--- src/rtl/cdb_arbiter.sv ---
// cdb_arbiter
// Shares the single Common Data Bus among the functional units of the
// out-of-order core. Each FU hands over a completed destination
// physical-register tag through a valid/ready handshake into a one-entry
// holding slot. A round-robin arbiter then broadcasts one tag per cycle on a
// registered CDB output that feeds the map table, reservation stations and ROB.
//
// Build option:
//   CDB_FIXED_PRIO_EN  defined   -> fixed priority, lowest-index full slot wins
//                                   (no rotating pointer; high FUs may starve)
//                      undefined -> round-robin starting after the last winner
//
// Ports:
//   clock      in   clock, all state updates on posedge
//   reset      in   synchronous, active-high reset (overrides everything)
//   flush      in   synchronous squash of all held completions
//   fu_valid   in   [NUM_FU]          FU i presents a completed tag
//   fu_tag     in   [NUM_FU*PREG_W]   tag of FU i at [i*PREG_W +: PREG_W]
//   fu_ready   out  [NUM_FU]          holding slot i can accept this cycle
//   cdb_valid  out  broadcast valid this cycle
//   cdb_tag    out  [PREG_W+2]        {valid, phys reg, ready}; zero when idle
//   cdb_src    out  [clog2(NUM_FU)]   FU index of the current broadcast

`ifndef PHYS_REG_SZ
`define PHYS_REG_SZ 64
`endif

module cdb_arbiter #(
    parameter int NUM_FU = 4,
    parameter int PREG_W = $clog2(`PHYS_REG_SZ)
) (
    input  logic                       clock,
    input  logic                       reset,
    input  logic                       flush,
    input  logic [NUM_FU-1:0]          fu_valid,
    input  logic [NUM_FU*PREG_W-1:0]   fu_tag,
    output logic [NUM_FU-1:0]          fu_ready,
    output logic                       cdb_valid,
    output logic [PREG_W+1:0]          cdb_tag,
    output logic [$clog2(NUM_FU)-1:0]  cdb_src
);

    localparam int                SRC_W    = $clog2(NUM_FU);
    localparam logic [SRC_W:0]    NUM_FU_X = (SRC_W+1)'(NUM_FU);
    localparam logic [SRC_W-1:0]  LAST_IDX = SRC_W'(NUM_FU - 1);

    logic [NUM_FU-1:0]  hold_valid_q, hold_valid_d;
    logic [PREG_W-1:0]  hold_tag_q [NUM_FU];
    logic [PREG_W-1:0]  hold_tag_d [NUM_FU];
    logic               cdb_valid_q, cdb_valid_d;
    logic [PREG_W+1:0]  cdb_tag_q, cdb_tag_d;
    logic [SRC_W-1:0]   cdb_src_q, cdb_src_d;

    logic [NUM_FU-1:0]  grant;
    logic [NUM_FU-1:0]  accept;
    logic               gnt_any;
    logic [SRC_W-1:0]   gnt_idx;
    logic [SRC_W-1:0]   scan_base;

`ifdef CDB_FIXED_PRIO_EN
    assign scan_base = '0;
`else
    logic [SRC_W-1:0]   rr_ptr_q, rr_ptr_d;
    assign scan_base = rr_ptr_q;
`endif

    // Scan slots starting at scan_base, wrapping modulo NUM_FU; first full
    // slot wins. The wrap is an explicit subtract so non-power-of-two
    // NUM_FU also works.
    always_comb begin
        logic [SRC_W:0] pos;
        pos     = '0;
        grant   = '0;
        gnt_any = 1'b0;
        gnt_idx = '0;
        for (int k = 0; k < NUM_FU; k++) begin
            pos = {1'b0, scan_base} + (SRC_W+1)'(k);
            if (pos >= NUM_FU_X) begin
                pos = pos - NUM_FU_X;
            end
            if (!gnt_any && hold_valid_q[pos[SRC_W-1:0]]) begin
                gnt_any                = 1'b1;
                gnt_idx                = pos[SRC_W-1:0];
                grant[pos[SRC_W-1:0]]  = 1'b1;
            end
        end
    end

    // Ready comes from registered state only; the grant term lets a slot
    // that drains this cycle refill on the same edge (1 tag/cycle per FU).
    assign fu_ready = ~hold_valid_q | grant;
    assign accept   = fu_valid & fu_ready;

    always_comb begin
        hold_valid_d = hold_valid_q;
        hold_tag_d   = hold_tag_q;
        cdb_valid_d  = 1'b0;
        cdb_tag_d    = '0;
        cdb_src_d    = cdb_src_q;
`ifndef CDB_FIXED_PRIO_EN
        rr_ptr_d     = rr_ptr_q;
`endif
        if (flush) begin
            // Squash: drop held tags, suppress the broadcast and any accept.
            hold_valid_d = '0;
        end else begin
            for (int i = 0; i < NUM_FU; i++) begin
                if (accept[i]) begin
                    hold_valid_d[i] = 1'b1;
                    hold_tag_d[i]   = fu_tag[i*PREG_W +: PREG_W];
                end else if (grant[i]) begin
                    hold_valid_d[i] = 1'b0;
                end
            end
            if (gnt_any) begin
                cdb_valid_d = 1'b1;
                cdb_tag_d   = {1'b1, hold_tag_q[gnt_idx], 1'b1};
                cdb_src_d   = gnt_idx;
`ifndef CDB_FIXED_PRIO_EN
                rr_ptr_d    = (gnt_idx == LAST_IDX) ? '0 : gnt_idx + 1'b1;
`endif
            end
        end
    end

    always_ff @(posedge clock) begin
        if (reset) begin
            hold_valid_q <= '0;
            for (int i = 0; i < NUM_FU; i++) begin
                hold_tag_q[i] <= '0;
            end
            cdb_valid_q  <= 1'b0;
            cdb_tag_q    <= '0;
            cdb_src_q    <= '0;
`ifndef CDB_FIXED_PRIO_EN
            rr_ptr_q     <= '0;
`endif
        end else begin
            hold_valid_q <= hold_valid_d;
            for (int i = 0; i < NUM_FU; i++) begin
                hold_tag_q[i] <= hold_tag_d[i];
            end
            cdb_valid_q  <= cdb_valid_d;
            cdb_tag_q    <= cdb_tag_d;
            cdb_src_q    <= cdb_src_d;
`ifndef CDB_FIXED_PRIO_EN
            rr_ptr_q     <= rr_ptr_d;
`endif
        end
    end

    assign cdb_valid = cdb_valid_q;
    assign cdb_tag   = cdb_tag_q;
    assign cdb_src   = cdb_src_q;

endmodule

--- config.mk ---
export PLATFORM = sky130hd
export DESIGN_NAME = cdb_arbiter
export DESIGN_NICKNAME = d
export VERILOG_FILES = /design/src/rtl/cdb_arbiter.sv
export SDC_FILE = /design/constraint.sdc
export NUM_CORES = 1
export LEC_CHECK = 0
export CORE_ASPECT_RATIO = 1.1
export CORE_MARGIN = 8
export CORE_UTILIZATION = 45
export CTS_BUF_LIST = sky130_fd_sc_hd__clkbuf_16
export CTS_CLUSTER_SIZE = 20
export DETAILED_ROUTE_END_ITERATION = 6
export PLACE_DENSITY = 0.76
export SETUP_SLACK_MARGIN = 0.02
export SYNTH_ARGS = -nofsm -noshare
export SYNTH_HDL_FRONTEND = slang
export SYNTH_SLANG_ARGS = --single-unit
--- constraint.sdc ---
create_clock -name clock -period 2.8 [get_ports clock]
set_clock_uncertainty 0.05 [all_clocks]
set_input_delay 0.28 -clock clock [delete_from_list [all_inputs] [get_ports clock]]
set_output_delay 0.28 -clock clock [all_outputs]
set_load 0.005 [all_outputs]
; ---- Word-level counts from Yosys, hierarchy flattened
; Index checks and enable logic that the tools add are counted.
[classes]
add_sub_neg = 8
magnitude_cmp = 13
n_eq_ne = 1
mux = 46
n_bitwise = 9
reduce_logical = 21
[ops]
columns = cell, count
row1 = 2-to-1 mux 1 bit, 21
row2 = 2-to-1 mux 2 bit, 9
row3 = 2-to-1 mux 4 bit, 4
row4 = OR 4 bit, 4
row5 = binary-select mux 6 bit (select 2 bit), 1
row6 = "greater-or-equal comparator 3 bit, second input constant", 4
row7 = "less-than comparator 2 x 3 -> 1 bit, second input constant", 4
row8 = 2-to-1 mux 6 bit, 2
row9 = AND reduction 2 bit, 5
row10 = binary-select mux 1 bit (select 2 bit), 4
row11 = demux 1 bit (select 2 bit), 4
row12 = "greater-or-equal comparator 2 x 1 -> 1 bit, second input constant", 4
row13 = 2-to-1 mux 8 bit, 1
row14 = nonzero test 2 bit, 4
row15 = "subtractor 2 x 1 -> 2 bit, second input constant", 4
row16 = logical AND 1 bit, 7
row17 = "adder 2 x 2 -> 3 bit, second input constant", 2
row18 = AND 4 bit, 1
row19 = NOT 4 bit, 1
row20 = "adder 2 x 1 -> 3 bit, second input constant", 1
row21 = "greater-or-equal comparator 2 x 3 -> 1 bit, second input constant", 1
row22 = zero test 1 bit, 3
row23 = NOT 2 -> 3 bit, 1
row24 = OR reduction 3 bit, 1
row25 = other kinds (4), 5
[totals]
regBits = 41
inputBits = 31
out_inout_bits = 15

; ---- Logic depth before layout (Yosys ltp)
; Gate-level depths: netlist of run 1.
[depth]
ltp_word = 19
mapped_depth = 11
depth_no_buf = 8

; ---- Worst setup path before layout of run 1
; OpenSTA, ideal clock, no wires.
[synth_path]
path_type = reg2reg
start = register rr_ptr_q[0]
end = register hold_tag_q[0] (netlist bit)
setup_ns = 0.128
arrival_ns = 2.769
t_required_ns = 2.622
slack_ns = -0.147
path_stages_with_launch = 11
synth_period_minus_slack_ns = 2.947
path_cell_list = dfxtp_1 -> buf_6 -> clkbuf_1 -> inv_1 -> ha_1 -> mux4_2 -> nor2b_1 -> a22o_1 -> o311ai_4 -> mux2i_1 -> nor2_1
[synth_between]
elab_chain_len = 17
elab_cells_between_ends = 62
[synth_lines]
columns = element, line
row1 = "start, declared", 63  ; logic [SRC_W-1:0] rr_ptr_q, rr_ptr_d;
row2 = "start signal, assigned", 147  ; rr_ptr_q <= rr_ptr_d;
row3 = branches (longest 13 deep; another with adder 2 x 1 -> 3 bit), --
row4 = 2-to-1 mux 4 bit (*), 81  ; if (!gnt_any && hold_valid_q[pos[SRC_W-1:0]]) begin
row5 = OR 4 bit (*), 91  ; assign fu_ready = ~hold_valid_q | grant;
row6 = AND 4 bit (*), 92  ; assign accept = fu_valid & fu_ready;
row7 = AND reduction 2 bit (no source line) (*), --
row8 = "end signal, assigned by index", 141  ; hold_tag_q[i] <= hold_tag_d[i];
row9 = "end, declared", 48  ; logic [PREG_W-1:0] hold_tag_q [NUM_FU];
; Mark *: on every way between the ends. The select of a mux whose other input is x is not followed.
; A chain may end at the register's enable or synchronous reset.

; ---- Final worst setup path of run 1
[layout_path]
start = register rr_ptr_q[0]
end = output fu_ready[1]
[layout_between]
elab_chain_len = 15
elab_cells_between_ends = 60
[layout_lines]
columns = element, line
row1 = branches (longest 13 deep; another with adder 2 x 1 -> 3 bit), --
row2 = 2-to-1 mux 4 bit (*), 81
row3 = OR 4 bit (*), 91
row4 = "end, declared", 37  ; output logic [NUM_FU-1:0] fu_ready,
; Marks and branches as above.

==> summary.md, run 1 <==
| Metric | Value |
|---|---|
| Crit path required time | `2.47 ns` |
| Tot GR Track Use | `14.87%` |
| Clk pin slew, worst setup/hold paths | `approximately 0.06 ns` |
| Yosys top cell by area | `dfxtp_1` |
| Global-route wire length before repair | `~8000 um` |
| Fin Hold WS | `0.4451 ns` |
| Final wirelength | `5526 um` |
| Final ANT Viol Nets | `0` |
| Syn_area_per_cell | `~10 sq um` |
| Placed wire-length estimate | `around 3600 um` |
| Remaining DRCs | `0` |
| Register area share after synthesis | `between 30% and 40%` |
| Largest net degree at the start of global routing | `17` |
| Yosys reg bits | `39` |
| VDD IR max | `0.3670 mV` |
| Highest Clock Rate | `0.3646 GHz` |
| Worst hold path type | `reg2reg` |
| Top_reg_cell synth | `dfxtp_1` |
| CTS tree | `yes` |
| Grt ovf | `0` |
| H-tree depth | `2` |
| Synth area leaders | `dfxtp_1, mux2i_1, nor2_1` |
| Slew Limit Fails | `0` |
| MaxCap Viol Count | `0` |
| Die ar. | `6914 sq um` |
| Cells after Synth | `200` |
| Crit start category | `register` |
| Yosys cell types | `39` |
| Clk Latency, worst-skew pair | `0.29 ns` |
| Routability cong. | `0.8928` |
| Cts hold-fix bufs | `0` |
| Critical path peak fanout | `6` |
| Port Buffers | `45` |
| Antenna diodes | `0` |
| TritonRoute pass-1 iters | `4` |
| Leakage | `between 0.001 and 0.0015 uW` |
| Fill count | `335` |
| Core area | `4317 sq um` |
| Root Driver | `clkbuf_16` |
| DRT iter0 DRCs | `158` |
| Final number of setup-violating endpoints | `0` |
| Fin. Hold Viols | `0` |
| Mapped Area | `just over 2000 sq um` |
| EDFF count, synth | `0` |
| Worst reg2reg setup slack | `about 0.13 ns` |
| Outcome | `complete, no violations` |
| Critical path class | `reg2out` |
| # rows | `25` |
| Vias per std cell | `5.425` |
| Layout cells sized above 1 | `22.76%` |
| Die width | `approximately 80 um` |
| Starting Density | `46.99%` |
| IO Count | `46` |
| Commonest cells after routing, fill and taps aside | `clkdlybuf4s50_1, mux2i_1, dfxtp_1` |
| Power per cell area | `637.3 nW/um^2` |
| Yosys warnings | `0` |
| Most common cell after layout, fill and taps aside | `clkdlybuf4s50_1` |
| Tcrit/Tclk final | `97.95%` |
| Share of the synthesized area in the top cell type | `38.49%` |
| Clk sinks | `39` |
| Post-Place Worst Slack | `0.004632 ns` |
| CP Data Arrival Time | `2.41 ns` |
| Max_slew headroom | `60.82%` |
| Area grow syn2layout | `41.02%` |
| Ys async rst share | `0%` |
| Via count | `1747` |
| Initial antenna violation count | `0` |
| Worst Tran Pin Value | `roughly 0.6 ns` |
| Number of global-route vias before repair | `1649` |
| Die Y | `86.41 um` |
| Post-route minimum period | `2.743 ns` |
| Clock buffer count from CTS | `5` |
| Max Root-Sink Buffers | `2` |
| Crit path capture type | `output pin` |
| Nets | `304` |
| Syn_nets | `237` |
| Worst setup margin | `0.05731 ns` |
| Routed WL per cell | `17.16 um` |
| Setup TNS | `0 ns` |
-- critical path, stage by stage (launching register included) --
cell             delay, ns
dfxtp_4               0.38
inv_2                 0.07
ha_4                  0.28
mux4_2                0.36
nor4b_4               0.39
buf_4                 0.18
and2_4                0.13
or3_1                 0.12
clkdlybuf4s15_1       0.21
-- repair_timing --
action | CTS | global route
setup buffers | 9 | 11
endpoints found under the setup margin | 4 | 14
pin swaps | 4 | 6
gates resized for setup | 11 | 10
endpoints found under the hold margin | 0 | 0
-- layout make-up --
type                            instances  area [sq um]  share of cell area, %
Tap cell                               54         67.56                  2.362
Timing Repair Buffer                   71         643.1                  22.48
Clock buffer                            5         125.1                  4.374
Clock inverter                          3         23.77                 0.8311
Inverter                               11         41.29                  1.444
Sequential cell                        39         785.8                  27.47
Multi-Input combinational cell        139          1174                  41.03
-- metrics by stage --
stage | power, uW | instances | util [%] | cell area [sq um]
final | 1823 | 322 | 66.26 | 2860
after global routing | 1897 | 322 | 66.26 | 2860
after CTS | 1745 | 312 | 64.14 | 2769
after detailed placement | 1141 | 295 | 58.81 | 2539
after global placement | 1137 | 295 | 58.81 | 2539
after floorplan | 982.2 | 200 | - | 2043
-- cells in the mapped netlist, types with 2 or more instances --
master and instances:
or3_1 4, nor2_1 28, o21ai_0 4, a22o_1 3, buf_6 3, nor3_1 2, ha_1 6, o22ai_1 6
mux2i_1 37, and2_1 4, clkbuf_1 4, buf_2 2, a21boi_0 4, nor2b_1 3, inv_1 11, buf_4 2
o311ai_4 3, a31o_2 3, mux4_2 4, nand2_1 7, dfxtp_1 39, a21oi_1 4
-- where the power goes --
part	switching, uW	internal [uW]
combinational	298	328
sequential	29.3	594
clock	241	333
total	568	1250
-- cell families after synthesis --
kind of cell | count (synthesis) | synth area share [%]
fa+ha+maj | 6 | 3.701
buf+inv | 22 | 5.675
simple gates | 53 | 12.71
flops | 39 | 38.49
mux | 41 | 22.70
compound gates | 39 | 16.72
-- worst paths after layout --
kind,startpoint,endpoint,depth (start not counted)
worst min register to register,hold_tag_q[10],hold_tag_q[10],2
worst max register to register,rr_ptr_q[0],hold_tag_q[14],9
worst min-delay path,hold_tag_q[10],hold_tag_q[10],2
worst max-delay path,rr_ptr_q[0],fu_ready[1],8
-- metal layers --
layer,global-route usage (%),vias up,wire length (um)
met2,23.33,73,2645
li1,-,852,-
met1,17.79,811,2289
met3,4.451,11,474
met5,0,-,0
met4,7.616,0,116
-- sequential cells by signal, indices dropped and copies added, names as in the netlist --
name          cells
cdb_src           2
cdb_tag           7
hold_tag_q       24
hold_valid_q      4
rr_ptr_q          2
(Power assumes the default switching activity.)
==> run 2, diff against run 1 <==
--- a/config.mk
+++ b/config.mk
@@ -5,6 +5,7 @@
 export SDC_FILE = /design/constraint.sdc
 export NUM_CORES = 1
 export LEC_CHECK = 0
+export CAP_MARGIN = 20
 export CORE_ASPECT_RATIO = 1.1
 export CORE_MARGIN = 8
 export CORE_UTILIZATION = 45
==> results of run 2 <==
Same layout as run 1: the final DEF is identical, and so are final timing and power.
==> run 3, diff against run 2 <==
--- a/config.mk
+++ b/config.mk
@@ -5,6 +5,7 @@
 export SDC_FILE = /design/constraint.sdc
 export NUM_CORES = 1
 export LEC_CHECK = 0
+export ABC_CLOCK_PERIOD_IN_PS = 2800
 export CAP_MARGIN = 20
 export CORE_ASPECT_RATIO = 1.1
 export CORE_MARGIN = 8
@@ -14,6 +15,7 @@
 export DETAILED_ROUTE_END_ITERATION = 6
 export PLACE_DENSITY = 0.76
 export SETUP_SLACK_MARGIN = 0.02
+export SLEW_MARGIN = 10
 export SYNTH_ARGS = -nofsm -noshare
 export SYNTH_HDL_FRONTEND = slang
 export SYNTH_SLANG_ARGS = --single-unit
==> results of run 3 <==
Same layout as run 1: the final DEF is identical, and so are final timing and power.
